==> config.mk <==
export PLATFORM = sky130hd
export DESIGN_NAME = turn_sequencer
export DESIGN_NICKNAME = d
export VERILOG_FILES = /design/src/rtl/turn_sequencer.sv
export SDC_FILE = /design/constraint.sdc
export NUM_CORES = 1
export LEC_CHECK = 0
export CAP_MARGIN = 20
export CORE_ASPECT_RATIO = 1.5
export CORE_UTILIZATION = 35
export CTS_CLUSTER_DIAMETER = 80
export DETAILED_ROUTE_END_ITERATION = 8
export PLACE_DENSITY = 0.69
export SETUP_SLACK_MARGIN = 0.3
export SLEW_MARGIN = 5
export SYNTH_ARGS = -nofsm -noshare
export SYNTH_HDL_FRONTEND = slang
export SYNTH_SLANG_ARGS = --single-unit
==> constraint.sdc <==
create_clock -name clk -period 4.9 [get_ports clk]
set_input_delay 0.98 -clock clk [delete_from_list [all_inputs] [get_ports clk]]
set_output_delay 0.98 -clock clk [all_outputs]
set_load 0.005 [all_outputs]
==> src/rtl/turn_sequencer.sv <==
// turn_sequencer: enforces leader/follower card entry for the black-and-white
// card game. Button presses are edge detected, each confirm is checked against
// the active player's remaining cards, and valid confirms become one-cycle
// commit pulses. The winner of a match leads the next round.
// Optional feature macro: TURN_TIMEOUT_EN adds a per-turn idle watchdog that
// auto-plays the lowest-index remaining card after TIMEOUT_CYCLES cycles.
module turn_sequencer #(
  parameter int TIMEOUT_CYCLES = 100_000_000
) (
  input  logic       clk,
  input  logic       resetn,
  input  logic       btn_center,
  input  logic       btn_top,
  input  logic       btn_bottom,
  input  logic [8:0] sw_card,
  input  logic [8:0] p1_avail,
  input  logic [8:0] p2_avail,
  input  logic       result_valid,
  input  logic [1:0] match_result,
  input  logic       game_over,
  output logic       p1_commit,
  output logic       p2_commit,
  output logic [3:0] commit_idx,
  output logic [8:0] commit_onehot,
  output logic [1:0] turn,
  output logic       leader,
  output logic       reveal_ready,
  output logic       sel_err,
  output logic       timeout,
  output logic [1:0] state_o
);

  typedef enum logic [1:0] {
    IDLE   = 2'b00,
    LEAD   = 2'b01,
    FOLLOW = 2'b10,
    REVEAL = 2'b11
  } state_t;

  state_t     state_reg;
  logic       leader_reg;
  logic       p1_commit_reg;
  logic       p2_commit_reg;
  logic       sel_err_reg;
  logic       timeout_reg;
  logic [3:0] commit_idx_reg;
  logic [8:0] commit_onehot_reg;
  logic       btn_center_q;
  logic       btn_top_q;
  logic       btn_bottom_q;

  // Rising-edge press events: a held button yields a single event.
  logic center_press;
  logic top_press;
  logic bottom_press;
  assign center_press = btn_center & ~btn_center_q;
  assign top_press    = btn_top    & ~btn_top_q;
  assign bottom_press = btn_bottom & ~btn_bottom_q;

  // The leader plays in LEAD, the other player in FOLLOW.
  logic       in_turn;
  logic       active_p2;
  logic [8:0] active_avail;
  assign in_turn      = (state_reg == LEAD) || (state_reg == FOLLOW);
  assign active_p2    = (state_reg == FOLLOW) ^ leader_reg;
  assign active_avail = active_p2 ? p2_avail : p1_avail;

  // A confirm is legal only for exactly one card the player still holds.
  logic sw_onehot;
  logic sel_valid;
  assign sw_onehot = (sw_card != 9'd0) && ((sw_card & (sw_card - 9'd1)) == 9'd0);
  assign sel_valid = sw_onehot && ((sw_card & active_avail) == sw_card);

  logic       auto_fire;
  logic       do_commit;
  logic [8:0] commit_sel;

`ifdef TURN_TIMEOUT_EN
  logic [31:0] turn_cnt_reg;
  logic [8:0]  auto_onehot;
  // Lowest-index set bit of the active player's hand.
  assign auto_onehot = active_avail & (~active_avail + 9'd1);
  assign auto_fire   = in_turn && !top_press && (turn_cnt_reg == 32'(TIMEOUT_CYCLES - 1));
  assign commit_sel  = top_press ? sw_card : auto_onehot;
  assign do_commit   = (top_press && sel_valid) || (auto_fire && (auto_onehot != 9'd0));

  // Idle counter: restarts on turn entry, on any confirm and after each auto-play.
  always_ff @(posedge clk or negedge resetn) begin
    if (!resetn) begin
      turn_cnt_reg <= 32'd0;
    end else if (bottom_press || !in_turn || top_press || auto_fire) begin
      turn_cnt_reg <= 32'd0;
    end else begin
      turn_cnt_reg <= turn_cnt_reg + 32'd1;
    end
  end
`else
  // Watchdog compiled out; the parameter has no effect in this build.
  assign auto_fire  = 1'b0 & (TIMEOUT_CYCLES == 0);
  assign commit_sel = sw_card;
  assign do_commit  = top_press && sel_valid;
`endif

  function automatic logic [3:0] onehot_to_idx(input logic [8:0] v);
    logic [3:0] idx;
    idx = 4'd0;
    for (int i = 0; i < 9; i++) begin
      if (v[i]) idx = 4'(i);
    end
    return idx;
  endfunction

  // Turn FSM with registered pulse and commit outputs.
  always_ff @(posedge clk or negedge resetn) begin
    if (!resetn) begin
      state_reg         <= IDLE;
      leader_reg        <= 1'b0;
      p1_commit_reg     <= 1'b0;
      p2_commit_reg     <= 1'b0;
      sel_err_reg       <= 1'b0;
      timeout_reg       <= 1'b0;
      commit_idx_reg    <= 4'd0;
      commit_onehot_reg <= 9'd0;
      btn_center_q      <= 1'b0;
      btn_top_q         <= 1'b0;
      btn_bottom_q      <= 1'b0;
    end else begin
      btn_center_q  <= btn_center;
      btn_top_q     <= btn_top;
      btn_bottom_q  <= btn_bottom;
      p1_commit_reg <= 1'b0;
      p2_commit_reg <= 1'b0;
      sel_err_reg   <= 1'b0;
      timeout_reg   <= 1'b0;
      if (bottom_press) begin
        state_reg  <= IDLE;
        leader_reg <= 1'b0;
      end else begin
        case (state_reg)
          IDLE: begin
            if (center_press) begin
              state_reg  <= LEAD;
              leader_reg <= 1'b0;
            end
          end
          LEAD, FOLLOW: begin
            if (do_commit) begin
              p1_commit_reg     <= ~active_p2;
              p2_commit_reg     <= active_p2;
              commit_idx_reg    <= onehot_to_idx(commit_sel);
              commit_onehot_reg <= commit_sel;
              state_reg         <= (state_reg == LEAD) ? FOLLOW : REVEAL;
            end else if (top_press) begin
              sel_err_reg <= 1'b1;
            end
            timeout_reg <= auto_fire;
          end
          REVEAL: begin
            if (result_valid) begin
              if (match_result == 2'b01) leader_reg <= 1'b0;
              else if (match_result == 2'b10) leader_reg <= 1'b1;
              state_reg <= game_over ? IDLE : LEAD;
            end
          end
          default: state_reg <= IDLE;
        endcase
      end
    end
  end

  // Output decode from registered state.
  always_comb begin
    turn = 2'b00;
    if (in_turn) turn = active_p2 ? 2'b10 : 2'b01;
  end

  assign p1_commit     = p1_commit_reg;
  assign p2_commit     = p2_commit_reg;
  assign commit_idx    = commit_idx_reg;
  assign commit_onehot = commit_onehot_reg;
  assign leader        = leader_reg;
  assign reveal_ready  = (state_reg == REVEAL);
  assign sel_err       = sel_err_reg;
  assign timeout       = timeout_reg;
  assign state_o       = state_reg;

endmodule
==> impl_metrics.py <==
metrics = {
    "drt": {
        "ant_nets": 0,
        "drt-initial-drc-count": 16,
        "post_drt_wl_per_cell_um": 14.68,
        "routed_wirelength_um": 3288,
        "drt_first_pass_iters": 4,
        "vias": 1146,
        "vias_per_cell": 5.116,
        "route.detailed.drc": 0,
    },
    "final_layout": {
        "largest_register_ffs": 8,
        "drive_above_1_share": 0.1374,
        "diodes": 0,
        "final_common_cell": "clkdlybuf4s50_1",
        "nets": 224,
        "fin_area_sq_um": 1968,
        "nFillCells": 315,
        "synthToLayoutAreaGrowth_pct": 50.67,
        "layout_common_cells": "clkdlybuf4s50_1 (57), dfrtp_1 (21), mux2_2 (12)",
        "multi_input_area_sq_um": 720.7,
        "seqCellArea_sq_um": 525.5,
    },
    "timing": {
        "rsz0062_at_grt": "false",
        "fin_crit_sh": 0.7255,
        "slew_violations": 0,
        "slew_headroom": 0.3728,
        "worst_pin_slew_ns": 0.9357,
        "setup_ws_ns": 1.345,
        "fmax_mhz": 281.3,
        "finalCriticalPeriod_ns": 3.555,
        "tns_ns": 0,
        "report.final.setup_viol": 0,
        "hold_violations": 0,
        "fin_worst_skew_ns": 0.007134,
    },
    "placed_design": {
        "placed_area_sq_um": 1892,
        "dpl.hpwl_um": 2570,
        "place_congestion": 0.8262,
        "dp_worst_setup_slack_ns": 1.075,
        "io_buffers": 57,
    },
    "synth": {
        "ys_types": 38,
        "syn_nets": 166,
        "seq_area_frac_synth": 0.4023,
        "syn_area_sq_um": 1306,
        "synth-seq-cells": 21,
        "syn_inst": 125,
        "synth_area_per_cell_sq_um": 10.45,
        "ys_warn_count": 0,
    },
    "power_and_ir_drop": {
        "p_leak_nw": 0.8743,
        "ir_worst_vdd_mv": 0.2725,
        "cellPowerDensity_nw_per_um2": 225.6,
    },
    "die": {
        "rows": 26,
        "die_h_um": 76.82,
        "io_pins": 59,
        "dieArea_sq_um": 3985,
        "core_sq_um": 3481,
        "start_util": 0.3753,
        "die_w_um": 51.88,
    },
    "worst_setup_path": {
        "required_ns": 5.05,
        "cp.arrival_ns": 3.70,
        "crit_path_end_kind": "flop",
        "start_kind": "flop",
        "worstSetupPathType": "flop to flop",
        "cp_max_fo": 14,
    },
    "clock_network": {
        "clkLatencyLatePin_ns": 0.27,
        "post_cts_buffers": 0,
        "cts-buffers-inserted": 3,
        "cts.sinks": 21,
        "cts.htree.levels": 1,
        "cts_resized": 0,
        "cts_tree": "yes",
        "cts.path.max_buffers": 2,
        "clkTransAtPathRegs_ns": 0.08,
        "ctsHoldBuffers": 0,
        "clockRootBuffer": "clkbuf_8",
    },
    "grt": {
        "grt_pass1_vias": 1196,
        "grt_pass1_wl_um": 5437,
        "antenna_found_initial": 0,
        "grt_max_degree": 22,
        "overflow": 0,
        "track_usage": 0.1785,
    },
    "worst_hold_path": {
        "hold_class": "flop to flop",
    },
    "job": {
        "cap_violations": 0,
    },
    "status": {
        "status": "finished clean",
    },
}
## worst max-delay path: stages (launching register included)
cell	delay, ns
dfrtp_1	0.46
inv_1	0.12
ha_1	0.25
xnor2_2	0.71
mux2i_1	0.21
nor4_2	0.33
nand4_2	0.19
nor3_2	0.74
mux2_2	0.42
## power by group
| group | switching (W) | leakage (nW) | total [W] | internal [W] |
|---|---|---|---|---|
| sequential | 0.00000756 | 0.285 | 0.000187 | 0.000180 |
| combinational | 0.0000612 | 0.568 | 0.000139 | 0.0000778 |
| clock | 0.0000604 | 0.0217 | 0.000118 | 0.0000575 |
| total | 0.000129 | 0.874 | 0.000444 | 0.000315 |
## per-stage QoR
stage,hold slack (ns),total power (W),instances,utilization
2_1_floorplan,0.5053,0.0002587,125,-
3_3_place_gp,0.4952,0.0003245,219,0.5435
3_5_place_dp,0.4991,0.0003274,219,0.5435
4_1_cts,0.5135,0.0004474,223,0.5575
5_1_grt,0.5442,0.0004760,224,0.5654
6_report,0.5062,0.0004440,224,0.5654
## worst paths after layout
path | to | cells past startpoint | start | slack, ns
max | commit_idx[0] | 8 | state_o[0] | 1.34
min | commit_onehot[0] | 1 | commit_onehot[0] | 0.51
max reg2reg | commit_idx[0] | 8 | state_o[0] | 1.34
min reg2reg | commit_onehot[0] | 1 | commit_onehot[0] | 0.51
max in group asynchronous | commit_idx[1] | 2 | resetn | 3.60
min in group asynchronous | commit_onehot[1] | 1 | resetn | 0.94
## routing by layer
metal  track usage  up-vias  wire (um)
li1              -      559          -
met1        0.2135      545       1322
met2        0.3064       38       1761
met3       0.03571        4        170
met4       0.05946        0         34
met5             0        -          0
## synth_stat cells (all sizes together)
master / number / area [sq um]
a22oi: 1 / 7.510
xnor2: 1 / 16.27
o21a: 1 / 7.510
nor4b: 2 / 17.52
mux2i: 10 / 100.1
nor4: 4 / 31.28
nor2: 11 / 41.29
a21oi: 7 / 35.03
ha: 5 / 62.56
and2b: 1 / 8.760
buf: 4 / 33.78
or4: 1 / 7.510
o31ai: 1 / 7.510
nand4: 2 / 18.77
clkbuf: 1 / 3.750
xor2: 1 / 8.760
o21bai: 2 / 15.01
nor2b: 1 / 6.260
a211oi: 3 / 27.52
nand3: 1 / 5.000
a22o: 1 / 8.760
o21ai: 2 / 10.01
nor3: 2 / 15.01
a32oi: 1 / 8.760
and2: 2 / 15.01
nand2b: 10 / 62.56
mux2: 12 / 135.1
inv: 6 / 22.52
nand4bb: 1 / 11.26
nand3b: 1 / 7.510
conb: 1 / 3.750
dfrtp: 21 / 525.5
nand2: 5 / 18.77
## cell families (layout without fill, tap and decap cells)
family / Yosys count / count (layout) / share of synthesized area
AO/OA/AOI/OAI: 19 / 19 / 0.09770
flip-flops: 21 / 21 / 0.4023
AND/OR/NAND/NOR: 44 / 44 / 0.2040
adder cells (fa/ha/maj): 5 / 5 / 0.04789
other: 1 / 1 / 0.002871
XOR/XNOR: 2 / 2 / 0.01916
multiplexers: 22 / 22 / 0.1801
buffers and inverters: 11 / 68 / 0.04597
## cell type report
type / count / share of cell area
clock inverters: 1 / 0.003814
multi-input cells: 93 / 0.3662
clock buffers: 3 / 0.02098
flip-flops and latches: 21 / 0.2670
repair buffers: 58 / 0.3039
inverters: 6 / 0.01144
well taps: 42 / 0.02670
No activity file was read; power rests on OpenSTA's default activity.
